## src/rtl/fetch_unit_if.sv

```systemverilog
// Instruction-bus types and the request/response interface used by fetch_unit.
package fetch_unit_pkg;
    typedef struct packed {
        logic        valid;
        logic [63:0] addr;
    } ibus_req_t;

    typedef struct packed {
        logic        data_ok;
        logic [31:0] data;
    } ibus_resp_t;

    typedef struct packed {
        logic [63:0] pc;
        logic [31:0] raw_instr;
    } fetch_data_t;
endpackage

interface fetch_unit_if;
    import fetch_unit_pkg::*;

    ibus_req_t  ireq;
    ibus_resp_t iresp;

    modport master (output ireq, input iresp);
    modport slave  (input ireq, output iresp);
endinterface

```

## src/rtl/fetch_unit.sv

```systemverilog
// Instruction fetch unit: owns the PC, issues instruction-bus requests and buffers one instruction.
// Optional FETCH_PERF_CNT_EN adds fetch_cnt / drop_cnt performance counters.
module fetch_unit
    import fetch_unit_pkg::*;
#(
    parameter logic [63:0] RESET_PC = 64'h8000_0000
) (
    input  logic                clk,
    input  logic                reset,
    fetch_unit_if.master        ibus,
    output fetch_data_t         dataF,
    output logic                fetch_valid,
    input  logic                stall,
    input  logic                jump,
    input  logic [63:0]         jump_target
`ifdef FETCH_PERF_CNT_EN
    ,
    output logic [63:0]         fetch_cnt,
    output logic [31:0]         drop_cnt
`endif
);

    typedef enum logic [1:0] {
        IDLE,
        REQ,
        HOLD,
        DROP
    } state_t;

    state_t      state, state_n;
    logic [63:0] pc, pc_n;
    logic [63:0] pend_target, pend_n;
    logic [31:0] ibuf, ibuf_n;

    always_ff @(posedge clk) begin
        if (!reset) begin
            state       <= IDLE;
            pc          <= RESET_PC;
            ibuf        <= '0;
            pend_target <= '0;
        end else begin
            state       <= state_n;
            pc          <= pc_n;
            ibuf        <= ibuf_n;
            pend_target <= pend_n;
        end
    end

    always_comb begin
        state_n = state;
        pc_n    = pc;
        ibuf_n  = ibuf;
        pend_n  = pend_target;
        case (state)
            IDLE: begin
                state_n = REQ;
                if (jump) pc_n = jump_target;
            end
            REQ: begin
                if (ibus.iresp.data_ok) begin
                    if (jump) begin
                        pc_n = jump_target;
                    end else begin
                        ibuf_n  = ibus.iresp.data;
                        state_n = HOLD;
                    end
                end else if (jump) begin
                    pend_n  = jump_target;
                    state_n = DROP;
                end
            end
            // pc keeps the in-flight address so the request stays stable until data_ok
            DROP: begin
                if (ibus.iresp.data_ok) begin
                    pc_n    = jump ? jump_target : pend_target;
                    state_n = REQ;
                end else if (jump) begin
                    pend_n = jump_target;
                end
            end
            HOLD: begin
                if (jump) begin
                    pc_n    = jump_target;
                    state_n = REQ;
                end else if (!stall) begin
                    pc_n    = pc + 64'd4;
                    state_n = REQ;
                end
            end
            default: state_n = IDLE;
        endcase
    end

    assign ibus.ireq.valid = (state == REQ) || (state == DROP);
    assign ibus.ireq.addr  = pc;
    assign fetch_valid     = (state == HOLD);
    assign dataF.pc        = pc;
    assign dataF.raw_instr = ibuf;

`ifdef FETCH_PERF_CNT_EN
    logic consume, discard;

    assign consume = (state == HOLD) && !jump && !stall;
    assign discard = ((state == REQ) && ibus.iresp.data_ok && jump) ||
                     ((state == DROP) && ibus.iresp.data_ok);

    always_ff @(posedge clk) begin
        if (!reset) begin
            fetch_cnt <= '0;
            drop_cnt  <= '0;
        end else begin
            if (consume) fetch_cnt <= fetch_cnt + 64'd1;
            if (discard) drop_cnt  <= drop_cnt + 32'd1;
        end
    end
`endif

endmodule

```

## src/flat_wrapper.sv

```systemverilog
// flat-port wrapper written by rule: the top's interface ports become plain ports
module fetch_unit_flat import fetch_unit_pkg::*;
#(
    parameter logic [63:0] RESET_PC = 64'h8000_0000
)
  (clk, reset, dataF, fetch_valid, stall, jump, jump_target, ibus_ireq, ibus_iresp);
  fetch_unit_if ibus_i ();
  input  logic clk;
  input  logic reset;
  output fetch_data_t dataF;
  output logic fetch_valid;
  input  logic stall;
  input  logic jump;
  input  logic [63:0] jump_target;
  output wire logic [$bits(ibus_i.ireq)-1:0] ibus_ireq;
  input wire logic [$bits(ibus_i.iresp)-1:0] ibus_iresp;
  assign ibus_ireq = ibus_i.ireq;
  assign ibus_i.iresp = ibus_iresp;
  fetch_unit #(.RESET_PC(RESET_PC)) u_core (.clk(clk), .reset(reset), .ibus(ibus_i), .dataF(dataF), .fetch_valid(fetch_valid), .stall(stall), .jump(jump), .jump_target(jump_target));
endmodule
```

## config.mk

```make
export PLATFORM = sky130hd
export DESIGN_NAME = fetch_unit_flat
export DESIGN_NICKNAME = d
export VERILOG_FILES = /design/src/rtl/fetch_unit_if.sv /design/src/rtl/fetch_unit.sv /design/src/flat_wrapper.sv
export SDC_FILE = /design/constraint.sdc
export NUM_CORES = 1
export LEC_CHECK = 0
export BUFFER_PORTS_ARGS = -buffer_cell sky130_fd_sc_hd__buf_2
export CORE_MARGIN = 2
export CORE_UTILIZATION = 45
export DETAILED_ROUTE_END_ITERATION = 12
export GPL_TIMING_DRIVEN = 0
export HOLD_SLACK_MARGIN = 0.02
export PLACE_DENSITY = 0.71
export SKIP_CTS_REPAIR_TIMING = 1
export SLEW_MARGIN = 20
export SYNTH_ARGS = -nofsm -noshare
export SYNTH_HDL_FRONTEND = slang
export SYNTH_SLANG_ARGS = --single-unit
```

## constraint.sdc

```tcl
create_clock -name clk -period 2.7 [get_ports clk]
set_input_delay 0.675 -clock clk [delete_from_list [all_inputs] [get_ports clk]]
set_output_delay 0.675 -clock clk [all_outputs]
set_load 0.01 [all_outputs]
```

==> results.py, run 1 <==
metrics = {
    "yosys": {
        "synth_edf_count": 0,
        "yosys_warnings": 0,
        "synth_top_area_cell": "dfxtp_1",
        "synth_top_cell_area_share": 0.3658,
        "ys_types": 65,
        "async_flop_share": 0,
        "ys.flop_type": "dfxtp_1",
        "synthCells": 1225,
        "syn_area_per_cell_um2": 7.238,
        "ys_seq_elements": 162,
        "synthTopCellsByArea": "dfxtp_1, nand2_1, a21oi_1, buf_4, o21ai_0",
        "syn-cell-area_um2": 8866,
        "syn_nets": 1327,
        "synth-seq-area-share": 0.3658,
    },
    "floorplan": {
        "start_util": 0.4570,
        "coreArea_um2": 19400,
        "fp-row-count": 51,
        "die_w_um": 144.4,
        "die-height_um": 144.4,
        "die-area_um2": 20840,
        "ios": 263,
    },
    "global_route": {
        "grt_pass1_wl_um": 52270,
        "antenna_found_initial": 0,
        "grt_pass1_vias": 9244,
        "overflow": 0,
        "gr-usage-met2": 0.5071,
        "grt_usage": 0.3285,
        "grt_util_met1": 0.4424,
        "gr-usage-met3": 0.07020,
        "grt_max_degree": 17,
        "grt_most_used_layer": "met2",
    },
    "critical_path": {
        "cp_max_fo": 10,
        "start_kind": "register",
        "end_kind": "register",
        "criticalPathCategory": "register to register",
        "worstPathArrival_ns": 2.88,
        "cp.required_ns": 2.96,
    },
    "sta": {
        "setup_violations": 0,
        "fmax_mhz": 382.2,
        "fin_crit_sh": 0.9689,
        "hold-worst-slack_ns": 0.4528,
        "rsz0062_at_grt": "false",
        "drv_slew": 0,
        "slew_headroom": 0.3015,
        "tightestPinTransition_ns": 1.034,
        "min_period_ns": 2.616,
        "finalSetupTns_ns": 0,
        "fin_skew_ns": 0.009681,
        "hold_viol": 0,
    },
    "finish": {
        "syn_to_final_growth_pct": 26.24,
        "diodes": 0,
        "layout_commonest_cell": "nand2_1",
        "fin_nets": 1610,
        "drive_gt1_frac": 0.2669,
        "mostFrequentLayoutCells": "nand2_1, buf_2, dfxtp_1, a21oi_1, o21ai_0",
    },
    "placement": {
        "gp_congestion": 0.9610,
        "port_buffers": 261,
        "dp_hpwl_um": 25060,
    },
    "route": {
        "first_pass_iters": 6,
        "drcViolationCount": 0,
        "finalWirelength_um": 34920,
        "avgRoutedWirePerCell_um": 19.55,
        "vias_per_cell": 5.896,
        "ant_nets": 0,
        "num_vias": 10530,
        "drtIter0Drc": 1141,
    },
    "cts": {
        "cts_buffers": 17,
        "cts_tree": "done",
        "htreeDepth": 4,
        "root_buffer": "clkbuf_16",
        "clk_path_buf_depth": 2,
        "cts_sinks": 162,
        "clk_pin_slew_ns": 0.07,
        "clkLatencyLatePin_ns": 0.44,
    },
    "hold_path": {
        "hold_path_class": "register to register",
    },
    "pwr": {
        "ir_drop_mv": 0.4926,
        "p_leak_nw": 4.753,
        "cellPowerDensity_nw_per_um2": 570.3,
        "finalPower_mw": 6.382,
    },
    "outcome": {
        "outcome": "completed",
    },
    "run": {
        "drv_cap": 0,
    },
}
-- worst max-delay path, stage by stage, from the launching register on --
cell and delay, ns:
dfxtp_1 0.51, ha_1 0.20, buf_2 0.27, nand4_4 0.17, or4b_4 0.65, or2_2 0.33, o31ai_1 0.23, a221oi_1 0.07
-- final timing paths --
kind	from	end	slack (ns)	cells after the start
hold / removal	u_core.ibuf[16]	u_core.ibuf[16]	0.45	2
setup reg to reg	u_core.pc[3]	u_core.pc[62]	0.08	7
setup / recovery	u_core.pc[3]	u_core.pc[62]	0.08	7
hold reg to reg	u_core.ibuf[16]	u_core.ibuf[16]	0.45	2
-- power by group --
part	total [mW]	internal, mW	switching (mW)
clock	2.55	1.46	1.09
combinational	1.13	0.459	0.673
sequential	2.70	2.52	0.181
total	6.38	4.44	1.94
-- cell families after synthesis --
kind of cell | share of synthesized area
buffers and inverters | 0.1009
AO/OA/AOI/OAI | 0.2343
multiplexers | 0.007056
flip-flops | 0.3658
XOR/XNOR | 0.01976
AND/OR/NAND/NOR | 0.2708
adder cells (fa/ha/maj) | 0.001411
-- synth_stat cells, types with 11 or more instances --
master	number
a21oi_1	156
buf_4	65
nand4_1	20
xnor2_1	11
dfxtp_1	162
a31oi_1	22
nor3_1	24
clkbuf_1	79
nand3_1	57
nand2_1	300
nor2_1	40
o21ai_0	74
and3_1	26
-- area by class of cell --
| cell class | count | area [um^2] |
|---|---|---|
| repair buffers | 266 | 1344 |
| inverters | 12 | 45.04 |
| clock inverters | 15 | 185.2 |
| well taps | 265 | 331.6 |
| flip-flops and latches | 162 | 3244 |
| multi-input cells | 895 | 4755 |
| plain buffers | 154 | 862.1 |
| fillers | 1923 | 8207 |
| clock buffers | 17 | 425.4 |
-- through the flow --
stage | util | setup slack, ns | std cells | instance area [um^2]
final | 0.5769 | 0.08388 | 1786 | 11190
after global routing | 0.5769 | 0.001669 | 1786 | 11190
after CTS | 0.5742 | -0.3872 | 1785 | 11140
after detailed placement | 0.5428 | -0.5555 | 1753 | 10530
after global placement | 0.5415 | -0.7108 | 1751 | 10500
after floorplan | - | 0.3988 | 1225 | 8866
-- registers in the layout, indices dropped and copies added, names as in the netlist --
signal and flops:
u_core.pc 64, u_core.ibuf 32, u_core.state 2, u_core.pend_target 64
-- routing by layer --
metal | vias to the layer above | wire, um
met5 | - | 0
met4 | 0 | 1548
met3 | 129 | 4432
met2 | 746 | 15130
met1 | 4808 | 13810
li1 | 4848 | -
(Power assumes the default switching activity.)
==> run 2: changes to the inputs <==
--- a/config.mk
+++ b/config.mk
@@ -6,12 +6,14 @@
 export NUM_CORES = 1
 export LEC_CHECK = 0
 export BUFFER_PORTS_ARGS = -buffer_cell sky130_fd_sc_hd__buf_2
+export CELL_PAD_IN_SITES_DETAIL_PLACEMENT = 0
+export CELL_PAD_IN_SITES_GLOBAL_PLACEMENT = 1
 export CORE_MARGIN = 2
-export CORE_UTILIZATION = 45
+export CORE_UTILIZATION = 37
 export DETAILED_ROUTE_END_ITERATION = 12
 export GPL_TIMING_DRIVEN = 0
 export HOLD_SLACK_MARGIN = 0.02
-export PLACE_DENSITY = 0.71
+export PLACE_DENSITY_LB_ADDON = 0.1
 export SKIP_CTS_REPAIR_TIMING = 1
 export SLEW_MARGIN = 20
 export SYNTH_ARGS = -nofsm -noshare
==> results.py, run 2 (synthesis gave the netlist of run 1 again) <==
metrics = {
    "outcome": {
        "outcome": "completed",
    },
    "critical_path": {
        "critPathLaunch": "jump",
        "r2r_slack_ns": 0.08,
        "worstPathArrival_ns": 3.01,
        "worst-path-buf-inv": 3,
        "criticalPathCategory": "input port to register",
        "cp_max_fo": 10,
        "critPathMaxStageDelay_ns": 0.88,
        "path_cells": "buf_2 > nand2b_1 > clkbuf_1 > clkdlybuf4s15_1 > a211oi_1 > o22ai_1",
        "cpMaxStageDelayCell": "clkdlybuf4s15_1",
        "cp.required_ns": 3.06,
        "end_kind": "register",
        "r2r-start": "u_core.pc[4]",
        "start_kind": "input port",
        "cpLargestDelayFamily": "buffers and inverters",
    },
    "cts": {
        "clkLatencyLatePin_ns": 0.44,
        "cts_buffers": 17,
        "clk_pin_slew_ns": 0.07,
        "cts_tree": "done",
        "cts_sinks": 162,
        "htreeDepth": 4,
        "clk_path_buf_depth": 2,
        "root_buffer": "clkbuf_16",
    },
    "floorplan": {
        "die-height_um": 158.8,
        "die-area_um2": 25220,
        "fp-row-count": 56,
        "start_util": 0.3777,
        "ios": 263,
        "die_w_um": 158.8,
        "coreArea_um2": 23470,
    },
    "placement": {
        "gp_congestion": 0.9018,
        "port_buffers": 261,
        "place_inst": 1807,
        "dp_hpwl_um": 27270,
        "placed_area_um2": 10600,
    },
    "route": {
        "drcViolationCount": 0,
        "m1WireLength_um": 16440,
        "num_vias": 10200,
        "avgRoutedWirePerCell_um": 20.76,
        "wl_met2_um": 16730,
        "top_layer_used": "met5",
        "first_pass_iters": 5,
        "finalWirelength_um": 38200,
        "drtIter0Drc": 1033,
        "vias_per_cell": 5.545,
        "ant_nets": 0,
        "met3WireLength_um": 3895,
    },
    "finish": {
        "drive_gt1_frac": 0.2697,
        "regArea_um2": 3246,
        "fillers": 2503,
        "instances_no_fill": 1840,
        "fin_nets": 1609,
        "layout_commonest_cell": "nand2_1",
        "fin_area_um2": 11280,
        "multi_input_comb_area_um2": 4755,
        "mostFrequentLayoutCells": "nand2_1, buf_2, dfxtp_1, a21oi_1, o21ai_0",
        "reg_top3": "u_core.pc (64), u_core.pend_target (64), u_core.ibuf (32)",
        "syn_to_final_growth_pct": 27.28,
    },
    "pwr": {
        "ir_drop_mv": 0.3404,
        "p_leak_nw": 4.769,
        "cellPowerDensity_nw_per_um2": 560.0,
        "finalPower_mw": 6.320,
    },
    "sta": {
        "fin_skew_ns": 0.01258,
        "finalSetupTns_ns": 0,
        "min_period_ns": 2.648,
        "fin_crit_sh": 0.9806,
        "hold_viol": 0,
        "tightestPinTransition_ns": 0.9935,
        "fmax_mhz": 377.7,
        "drv_slew": 0,
        "setup_violations": 0,
        "slew_headroom": 0.3377,
    },
    "global_route": {
        "overflow": 0,
        "grt_pass1_vias": 9549,
        "antenna_found_initial": 4,
        "grt_pass1_wl_um": 57640,
        "grt_usage": 0.2973,
        "grt_max_degree": 19,
    },
    "run": {
        "drv_cap": 0,
    },
    "hold_path": {
        "hp-start": "u_core.pend_target[17]",
        "hold_path_class": "register to register",
    },
}
==> run 2: cell type report <==
cell class	instances	area share
antenna	1	0.0002218
buffer	153	0.07750
clock buffer	17	0.03770
clock inverter	15	0.01497
inverter	12	0.003992
multi-input combinational	895	0.4213
sequential	162	0.2876
tap	319	0.03537
timing repair buffer	266	0.1213
==> run 2: worst min-delay path: stages (launching register included) <==
cell,delay (ns)
dfxtp_1,0.31
nand2_1,0.05
a21oi_1,0.05
==> run 2: where the power goes <==
part / total (mW) / switching [mW] / internal (mW) / leakage, nW
logic: 1.15 / 0.688 / 0.459 / 3.16
clock network: 2.47 / 1.22 / 1.25 / 0.285
registers: 2.70 / 0.184 / 2.52 / 1.32
total: 6.32 / 2.10 / 4.22 / 4.77
==> run 2: worst paths after layout <==
path                                               end  cells after the start
worst min register to register  u_core.pend_target[17]                      2
worst min-delay path            u_core.pend_target[17]                      2
worst max register to register           u_core.pc[57]                      9
worst max-delay path                     u_core.pc[55]                      6
==> run 2: metrics by stage <==
stage | util | worst slack [ns] | hold WS, ns
6_report | 0.4808 | 0.05225 | 0.4533
5_1_grt | 0.4807 | -0.02251 | 0.4661
4_1_cts | 0.4768 | -0.5498 | 0.4494
3_5_place_dp | 0.4514 | -0.7077 | 0.4440
3_3_place_gp | 0.4504 | -0.8137 | 0.4377
2_1_floorplan | - | 0.3988 | 0.4319
==> run 2: per-layer routing <==
metal	track usage	vias up
met2	0.4567	497
met3	0.08647	79
met5	0	-
met4	0.1063	6
met1	0.3964	4771
li1	-	4849
==> run 3: changes to the inputs <==
--- a/config.mk
+++ b/config.mk
@@ -5,12 +5,12 @@
 export SDC_FILE = /design/constraint.sdc
 export NUM_CORES = 1
 export LEC_CHECK = 0
-export BUFFER_PORTS_ARGS = -buffer_cell sky130_fd_sc_hd__buf_2
 export CELL_PAD_IN_SITES_DETAIL_PLACEMENT = 0
 export CELL_PAD_IN_SITES_GLOBAL_PLACEMENT = 1
 export CORE_MARGIN = 2
-export CORE_UTILIZATION = 37
+export CORE_UTILIZATION = 45
 export DETAILED_ROUTE_END_ITERATION = 12
+export DONT_BUFFER_PORTS = 1
 export GPL_TIMING_DRIVEN = 0
 export HOLD_SLACK_MARGIN = 0.02
 export PLACE_DENSITY_LB_ADDON = 0.1
==> results.py, run 3 (synthesis gave the netlist of run 1 again) <==
metrics = {
    "finish": {
        "regArea_um2": 3254,
        "syn_to_final_growth_pct": 12.31,
        "multi_input_comb_area_um2": 4772,
        "final_util": 0.5133,
        "diodes": 0,
        "mostFrequentLayoutCells": "nand2_1, a21oi_1, dfxtp_1, o21ai_0, buf_4",
        "fin_nets": 1351,
        "instances_no_fill": 1527,
        "layout_commonest_cell": "nand2_1",
        "drive_gt1_frac": 0.1284,
        "reg_top3": "u_core.pc (64), u_core.pend_target (64), u_core.ibuf (32)",
        "fillers": 2022,
    },
    "sta": {
        "rsz0062_at_grt": "false",
        "layout_setup_ws_ns": 0.06195,
        "min_period_ns": 2.638,
        "drv_slew": 0,
        "setup_violations": 0,
        "fin_skew_ns": 0.01085,
        "fmax_mhz": 379.1,
        "hold_viol": 0,
        "tightestPinTransition_ns": 1.078,
        "fin_crit_sh": 0.9771,
        "slew_headroom": 0.2722,
    },
    "placement": {
        "dp_slack_ns": -0.7781,
        "port_buffers": 0,
        "place_inst": 1491,
        "gp_congestion": 0.9186,
        "dp_hpwl_um": 25160,
    },
    "critical_path": {
        "criticalPathCategory": "register to register",
        "start_kind": "register",
        "cpLargestDelayFamily": "buffers and inverters",
        "worstPathArrival_ns": 3.00,
        "worst-path-buf-inv": 4,
        "cp_max_fo": 10,
        "cpMaxStageDelayCell": "nor2_1",
        "critPathMaxStageDelay_ns": 0.38,
        "crit_top_cell": "clkbuf_2",
        "cp.required_ns": 3.06,
        "path_cells": "clkbuf_1 > nor2b_1 > clkbuf_2 > nand2_1 > clkbuf_2 > clkbuf_2 > nor2_1 > o22ai_1 > nor3_1",
        "end_kind": "register",
    },
    "cts": {
        "htreeDepth": 4,
        "cts_sinks": 162,
        "clkLatencyLatePin_ns": 0.44,
        "cts_buffers": 17,
        "clk_pin_slew_ns": 0.08,
        "clk_path_buf_depth": 2,
        "root_buffer": "clkbuf_16",
        "cts_tree": "done",
    },
    "floorplan": {
        "die-height_um": 144.4,
        "die_w_um": 144.4,
        "start_util": 0.4570,
        "fp-row-count": 51,
        "die-area_um2": 20840,
        "coreArea_um2": 19400,
        "ios": 263,
    },
    "route": {
        "first_pass_iters": 6,
        "ant_nets": 0,
        "vias_per_cell": 6.220,
        "drtIter0Drc": 1185,
        "avgRoutedWirePerCell_um": 23.52,
        "finalWirelength_um": 35910,
        "num_vias": 9498,
        "drcViolationCount": 0,
    },
    "global_route": {
        "grt_max_degree": 20,
        "grt_usage": 0.3356,
        "grt_pass1_vias": 8254,
        "overflow": 0,
        "grt_pass1_wl_um": 51960,
        "antenna_found_initial": 0,
    },
    "hold_path": {
        "hold_path_class": "input port to register",
    },
    "run": {
        "drv_cap": 0,
    },
    "pwr": {
        "ir_drop_mv": 0.4630,
        "cellPowerDensity_nw_per_um2": 613.8,
        "p_leak_nw": 3.574,
    },
    "outcome": {
        "outcome": "completed",
    },
}
[run 3: cell count changes in the layout (fill, tap and decap cells not counted), moves of 3 or more]
| cell | delta |
|---|---|
| buf_2 | -262 |
| clkbuf_4 | +4 |
| buf_4 | +3 |
| dfxtp_2 | +7 |
| dfxtp_1 | -7 |
[run 3: cell type report]
| type | count | area share |
|---|---|---|
| Multi-Input combinational cell | 895 | 0.4793 |
| Sequential cell | 162 | 0.3268 |
| Timing Repair Buffer | 7 | 0.006534 |
| Clock buffer | 17 | 0.04272 |
| Inverter | 12 | 0.004524 |
| Clock inverter | 15 | 0.01860 |
| Buffer | 154 | 0.08821 |
| Tap cell | 265 | 0.03330 |
[run 3: worst register-to-register path: stages (launching register included)]
cell and delay (ns):
dfxtp_1 0.30, clkbuf_1 0.19, nor2b_1 0.15, clkbuf_2 0.29, nand2_1 0.28, clkbuf_2 0.30, clkbuf_2 0.35, nor2_1 0.38
o22ai_1 0.15, nor3_1 0.16
[run 3: path summary, 6_finish.rpt]
check	slack, ns	start	to	depth (start not counted)
setup / recovery	0.06	u_core.state[0]	u_core.pc[63]	9
hold / removal	0.35	ibus_iresp[19]	u_core.ibuf[19]	2
setup reg to reg	0.06	u_core.state[0]	u_core.pc[63]	9
hold reg to reg	0.45	u_core.pend_target[55]	u_core.pend_target[55]	2
[run 3: where the power goes]
part	internal (mW)	leakage, nW	switching [mW]
combinational	0.309	1.95	0.544
clock	1.26	0.295	1.24
sequential	2.52	1.33	0.239
total	4.09	3.57	2.02
[run 3: per-stage QoR]
| step | instance area [um^2] | power [mW] | hold WS (ns) | TNS (ns) |
|---|---|---|---|---|
| floorplan | 8866 | 3.333 | 0.4319 | 0 |
| global placement | 9198 | 3.618 | 0.4371 | -47.96 |
| detailed placement | 9215 | 3.625 | 0.4428 | -38.95 |
| CTS | 9826 | 6.096 | 0.3482 | -28.88 |
| global route | 9957 | 6.326 | 0.3427 | 0 |
| finish | 9957 | 6.112 | 0.3535 | 0 |
[run 3: layer usage]
metal / vias to the layer above / track usage / wire length [um]
li1: 4322 / - / -
met1: 4498 / 0.4616 / 14840
met2: 605 / 0.5136 / 15830
met3: 73 / 0.08874 / 4206
met4: 0 / 0.1068 / 1029
met5: - / 0 / 0
